[config.mk]
export PLATFORM = sky130hd
export DESIGN_NAME = apb_master_ctrl
export DESIGN_NICKNAME = d
export VERILOG_FILES = /design/src/rtl/apb_master_ctrl.sv
export SDC_FILE = /design/constraint.sdc
export NUM_CORES = 1
export LEC_CHECK = 0
export CORE_MARGIN = 2
export CORE_UTILIZATION = 35
export CTS_BUF_LIST = sky130_fd_sc_hd__clkbuf_16
export DETAILED_ROUTE_END_ITERATION = 8
export GPL_TIMING_DRIVEN = 0
export HOLD_SLACK_MARGIN = 0.15
export PLACE_DENSITY = 0.81
export SLEW_MARGIN = 40
export SYNTH_ARGS = -nofsm -noshare
export SYNTH_HDL_FRONTEND = slang
export SYNTH_SLANG_ARGS = --single-unit
[constraint.sdc]
create_clock -name PCLK -period 1.6 [get_ports PCLK]
set_input_delay 0.32 -clock PCLK [delete_from_list [all_inputs] [get_ports PCLK]]
set_output_delay 0.32 -clock PCLK [all_outputs]
set_load 0.02 [all_outputs]
[src/rtl/apb_master_ctrl.sv]
// APB requester: turns a valid/ready command stream into SETUP/ACCESS transfers, one response each.
// Optional ACCESS timeout is enabled by defining APB_MASTER_TIMEOUT_EN.
module apb_master_ctrl #(
    parameter int unsigned ADDR_WIDTH     = 32,
    parameter int unsigned DATA_WIDTH     = 32,
    parameter int unsigned TIMEOUT_CYCLES = 16
) (
    input  logic                  PCLK,
    input  logic                  PRESETn,
    input  logic                  cmd_valid,
    output logic                  cmd_ready,
    input  logic                  cmd_write,
    input  logic [ADDR_WIDTH-1:0] cmd_addr,
    input  logic [DATA_WIDTH-1:0] cmd_wdata,
    output logic                  rsp_valid,
    output logic [DATA_WIDTH-1:0] rsp_rdata,
    output logic                  rsp_err,
    output logic                  PSEL,
    output logic                  PENABLE,
    output logic                  PWRITE,
    output logic [ADDR_WIDTH-1:0] PADDR,
    output logic [DATA_WIDTH-1:0] PWDATA,
    input  logic [DATA_WIDTH-1:0] PRDATA,
    input  logic                  PREADY,
    input  logic                  PSLVERR
);

    typedef enum logic [1:0] {StIdle, StSetup, StAccess} state_e;

    state_e state_q;
    logic   accept;
    logic   timeout;

    if (TIMEOUT_CYCLES < 1) begin : g_bad_timeout
        $error("TIMEOUT_CYCLES must be at least 1");
    end

`ifdef APB_MASTER_TIMEOUT_EN
    localparam int unsigned CntW = (TIMEOUT_CYCLES > 1) ? $clog2(TIMEOUT_CYCLES) : 1;
    logic [CntW-1:0] wait_cnt_q;

    // Fires on the ACCESS cycle that would be the TIMEOUT_CYCLES-th wait state
    assign timeout = (state_q == StAccess) && !PREADY &&
                     (wait_cnt_q == CntW'(TIMEOUT_CYCLES - 1));
`else
    assign timeout = 1'b0;
`endif

    always_comb begin
        cmd_ready = 1'b0;
        unique case (state_q)
            StIdle:   cmd_ready = PRESETn;
            StSetup:  cmd_ready = 1'b0;
            StAccess: cmd_ready = PREADY;
            default:  cmd_ready = 1'b0;
        endcase
    end

    assign accept = cmd_valid && cmd_ready;

    always_ff @(posedge PCLK or negedge PRESETn) begin
        if (!PRESETn) begin
            state_q    <= StIdle;
            PSEL       <= 1'b0;
            PENABLE    <= 1'b0;
            PWRITE     <= 1'b0;
            PADDR      <= '0;
            PWDATA     <= '0;
            rsp_valid  <= 1'b0;
            rsp_err    <= 1'b0;
            rsp_rdata  <= '0;
`ifdef APB_MASTER_TIMEOUT_EN
            wait_cnt_q <= '0;
`endif
        end else begin
            rsp_valid <= 1'b0;
            unique case (state_q)
                StIdle: begin
                    if (accept) begin
                        PADDR   <= cmd_addr;
                        PWRITE  <= cmd_write;
                        PWDATA  <= cmd_wdata;
                        PSEL    <= 1'b1;
                        PENABLE <= 1'b0;
                        state_q <= StSetup;
                    end
                end
                StSetup: begin
                    PENABLE    <= 1'b1;
                    state_q    <= StAccess;
`ifdef APB_MASTER_TIMEOUT_EN
                    wait_cnt_q <= '0;
`endif
                end
                StAccess: begin
                    if (PREADY) begin
                        rsp_valid <= 1'b1;
                        rsp_err   <= PSLVERR;
                        rsp_rdata <= (!PWRITE && !PSLVERR) ? PRDATA : '0;
                        PENABLE   <= 1'b0;
                        if (accept) begin
                            // Chain straight into SETUP; PSEL stays high
                            PADDR   <= cmd_addr;
                            PWRITE  <= cmd_write;
                            PWDATA  <= cmd_wdata;
                            state_q <= StSetup;
                        end else begin
                            PSEL    <= 1'b0;
                            state_q <= StIdle;
                        end
                    end else if (timeout) begin
                        rsp_valid <= 1'b1;
                        rsp_err   <= 1'b1;
                        rsp_rdata <= '0;
                        PSEL      <= 1'b0;
                        PENABLE   <= 1'b0;
                        state_q   <= StIdle;
                    end else begin
`ifdef APB_MASTER_TIMEOUT_EN
                        wait_cnt_q <= wait_cnt_q + 1'b1;
`endif
                    end
                end
                default: state_q <= StIdle;
            endcase
        end
    end

endmodule

==> flow_results.org <==
** Logic synthesis
- Fraction of synthesized cell area taken by the top area cell type :: 66.1%
- Gate count of the mapped netlist :: 298
- Summing every instance area after synthesis gives 3900 um2.
- Top cells by area, synth :: sky130_fd_sc_hd__dfrtp_1 66%, sky130_fd_sc_hd__mux2_2 10%, sky130_fd_sc_hd__mux2_1 8.7%, sky130_fd_sc_hd__nand2_1 6.3%, sky130_fd_sc_hd__o21ai_0 4.5%
- A synthesized cell averages about 13 um2.
- Fraction of the yosys area taken by sequential cells :: 66.1%
- Of all cell types, the one taking the most synthesized area is sky130_fd_sc_hd__dfrtp_1.
- Number of nets in the synthesized netlist :: 400
- Counting flops and latches in the post-synthesis netlist gives 103.
- Synth warn :: 0
- Number of distinct standard cells referenced by the synthesized netlist :: 17

** Placement
- Post-DP HPWL :: roughly 7900 um
- Placed instance count :: approximately 640
- During placement, the flow inserted port buffers numbering 203.
- In this run the cell area measured after placement is 6140 um2.
- Setup slack at placement :: -838 ps
- Routability-driven placement finished with a final weighted congestion of 0.750.

** STA
- Setup slack on the critical path of the routed design comes to -85.9 ps.
- Number of hold violations in the final report :: 46
- The worst pin sits at a relative slew slack of 57.6%.
- Measured slew at the worst slew-check pin :: 634 ps
- Worst hold margin :: -167 ps
- Maximum achievable frequency :: 593 MHz
- Setup violations remaining at the end of the flow were counted as 48.
- Setup repair after global routing could not meet its margin everywhere.
- The final number of max-transition violations was 0.
- After layout, the worst path uses 105% of the clock period.
- Setup TNS Final :: -2110 ps
- Time the worst path needs with I/O delays and setup :: 1690 ps
- Clock skew on the completed layout was measured at 4.94 ps.

** Critical path
- Cell at the slowest stage of the critical path :: sky130_fd_sc_hd__dfrtp_2
- Worst-path maximum fanout :: 8
- The startpoint identified for the worst register-to-register timing path is state_q[1].
- STA classifies the critical path endpoint as a flip-flop.
- Worst setup path category :: flip-flop to flip-flop
- Traced cell by cell, the critical path runs through mux2i_2 > nor3b_2 > buf_4 > buf_12 > clkbuf_16 > mux2_4.
- In this design, the stage delay of the slowest critical-path cell is 430 ps.
- Tracing the worst setup path back leads to its startpoint at state_q[1].
- The number of buffers and inverters on the critical path is 3.
- Broken down by cell family, the worst path's largest delay share belongs to multiplexers.
- CP startpoint kind :: flip-flop
- STA puts the critical path data required time at between 1500 and 2000 ps.
- Data on the critical path arrives at its endpoint at ~1900 ps.

** Pwr
- In this run switching power makes up 34.2% of total power.
- The design draws slightly above 9 mW.
- Pwr per Cell Area :: 1380 nW/um2
- For this design the total switching power over the nets is 3.14 mW.
- Sequential cells account for 40.5% of the total power.
- Cell internal power was estimated by the tool at 6.04 mW.
- In this run the static leakage power is 3.18 nW.
- Combinational logic is responsible for 38.4% of the overall power.
- Max VDD drop :: around 750 uV
- The clock network is responsible for 21.1% of the overall power.

** Routing
- Dividing the detail-routed wire length by the instance count gives ~17 um.
- Summing over every cut layer, the via total after detailed routing is 3237.
- The detailed router finished its first iteration with 89 violations.
- Summed over all layers, the routed wires come to roughly 11000 um.
- After detailed routing, the number of remaining DRC violations is 0.
- Residual antenna-violating net count after detailed routing :: 0
- After detailed routing, the number of vias per cell comes to 4.82.
- TritonRoute pass-1 iters :: 4

** Clock network
- Clock-pin slew was measured on the worst setup and hold paths at around 70 ps.
- At the later pin of the worst-skew pair, clock insertion delay measures around 330 ps.
- Buffers inserted to repair hold after CTS numbered 1.
- Counting along the longest clock path gives a buffer depth of 2.
- The H-tree generated during clock tree synthesis spans 3 levels.
- Clock Root Buffer :: sky130_fd_sc_hd__clkbuf_16
- TritonCTS built the clock tree.
- CTS sink count :: around 100
- Clock buffer count from CTS :: 9

** Floorplanning
- The floorplan has 38 rows.
- X dimension of the die :: 110 um
- Initial core utilization :: about 36%
- In this run the standard cell core region covers 10800 um2.
- For this design the top-level I/O count stands at 204.
- Die Span Y :: 110 um
- The floorplan step defined a die boundary enclosing 12000 um2.

** Finish
- Antenna diode instance count :: 0
- In the layout the commonest cells are 102 x sky130_fd_sc_hd__dfrtp_1, 99 x sky130_fd_sc_hd__clkdlybuf4s50_1, 98 x sky130_fd_sc_hd__dlygate4sd2_1.
- Fill cells in the final layout number 892.
- Compared with the post-synthesis result, the final layout area differs by 71.2%.
- Number of nets in the final layout :: 628
- Most frequent standard cell in the layout excluding fill and tap cells :: sky130_fd_sc_hd__dfrtp_1
- Measured on the finished design, the core utilization comes to 61.6%.
- The finished layout holds 671 standard cells, fillers aside.
- Final cell area excluding filler cells :: 6680 um2
- Fraction of layout cells with a size suffix above 1 :: 18.6%

** Status
- The run finished, with violations left.
- The checks that failed: negative hold slack, negative setup slack.

** Global routing
- First-pass GRT wire length :: 16700 um
- Pin count of the biggest net entering global routing :: 50
- After global routing the overflow that remains totals 0.
- The number of global-route vias before repair was ~3400.
- Global routing used 18.2% of the available tracks.
- The initial antenna violation count came to 0.

** Flow run
- Max-cap violations in this run came to 0.

** Worst hold path
- The worst hold path belongs to the class primary input to async pin.
==> path summary, 6_finish.rpt <==
kind / to / slack [ps] / cells past startpoint
max: PWDATA[4] / -90 / 6
min: rsp_rdata[24] / -170 / 1
max reg2reg: PWDATA[4] / -90 / 6
min reg2reg: rsp_rdata[9] / 470 / 2
max in group asynchronous: state_q[1] / 290 / 3
min in group PCLK: rsp_rdata[9] / 470 / 2
==> cells by family (layout without fill, tap and decap cells) <==
kind of cell / count (synthesis) / after routing / share of synthesized area [%]
AND/OR/NAND/NOR: 70 / 70 / 7.09
AO/OA/AOI/OAI: 38 / 38 / 5.10
flip-flops: 103 / 103 / 66.1
buffers and inverters: 20 / 253 / 2.41
multiplexers: 67 / 67 / 19.3
==> synthesized netlist by cell type <==
cell type,count
sky130_fd_sc_hd__dfrtp_1,103
sky130_fd_sc_hd__nand2_1,65
sky130_fd_sc_hd__mux2_2,36
sky130_fd_sc_hd__o21ai_0,35
sky130_fd_sc_hd__mux2_1,30
sky130_fd_sc_hd__clkbuf_1,10
sky130_fd_sc_hd__buf_4,4
sky130_fd_sc_hd__buf_2,3
sky130_fd_sc_hd__inv_1,3
sky130_fd_sc_hd__nor2_1,2
sky130_fd_sc_hd__a22o_1,1
sky130_fd_sc_hd__a22oi_1,1
sky130_fd_sc_hd__mux2i_1,1
sky130_fd_sc_hd__nand3_1,1
sky130_fd_sc_hd__nand3b_1,1
sky130_fd_sc_hd__nor3b_2,1
sky130_fd_sc_hd__o21bai_1,1
==> state kept, by name, indices dropped and copies added (netlist names) <==
register and count:
PADDR 32, rsp_valid 1, PENABLE 1, PSEL 1, state_q 2, rsp_err 1
rsp_rdata 32, PWDATA 32, PWRITE 1
==> power groups by stage <==
stage	clock network [mW]	logic (mW)	registers, mW
after floorplan	0	0.757	4.64
after global placement	0	3.63	3.73
after detailed placement	0	3.71	3.78
after CTS	1.97	3.45	3.72
after global routing	2.10	3.75	3.82
final	1.93	3.53	3.72
==> layer usage <==
metal  global-route usage [%]  vias to the layer above  wire [um]
met3                     5.33                       26        981
li1                         -                     1456          -
met1                     20.8                     1617       4180
met2                     32.1                      138       5960
met4                     7.14                        0        263
met5                        0                        -          0
==> timing repair <==
action | 4_1_cts | 5_1_grt
endpoints found under the hold margin | 59 | 46
pin swaps | 1 | 1
setup buffers | 7 | 1
gates cloned | 3 | 1
resized for setup | 143 | 27
setup endpoints to repair | 192 | 81
==> layout make-up <==
type	count	area (um2)	area share, %
Buffer	17	149	2.23
Clock buffer	9	225	3.37
Clock inverter	7	32.5	0.487
Inverter	3	11.3	0.169
Multi-Input combinational cell	175	1340	20.0
Sequential cell	103	2580	38.6
Tap cell	140	175	2.62
Timing Repair Buffer	217	2170	32.5
(Power assumes the default switching activity.)
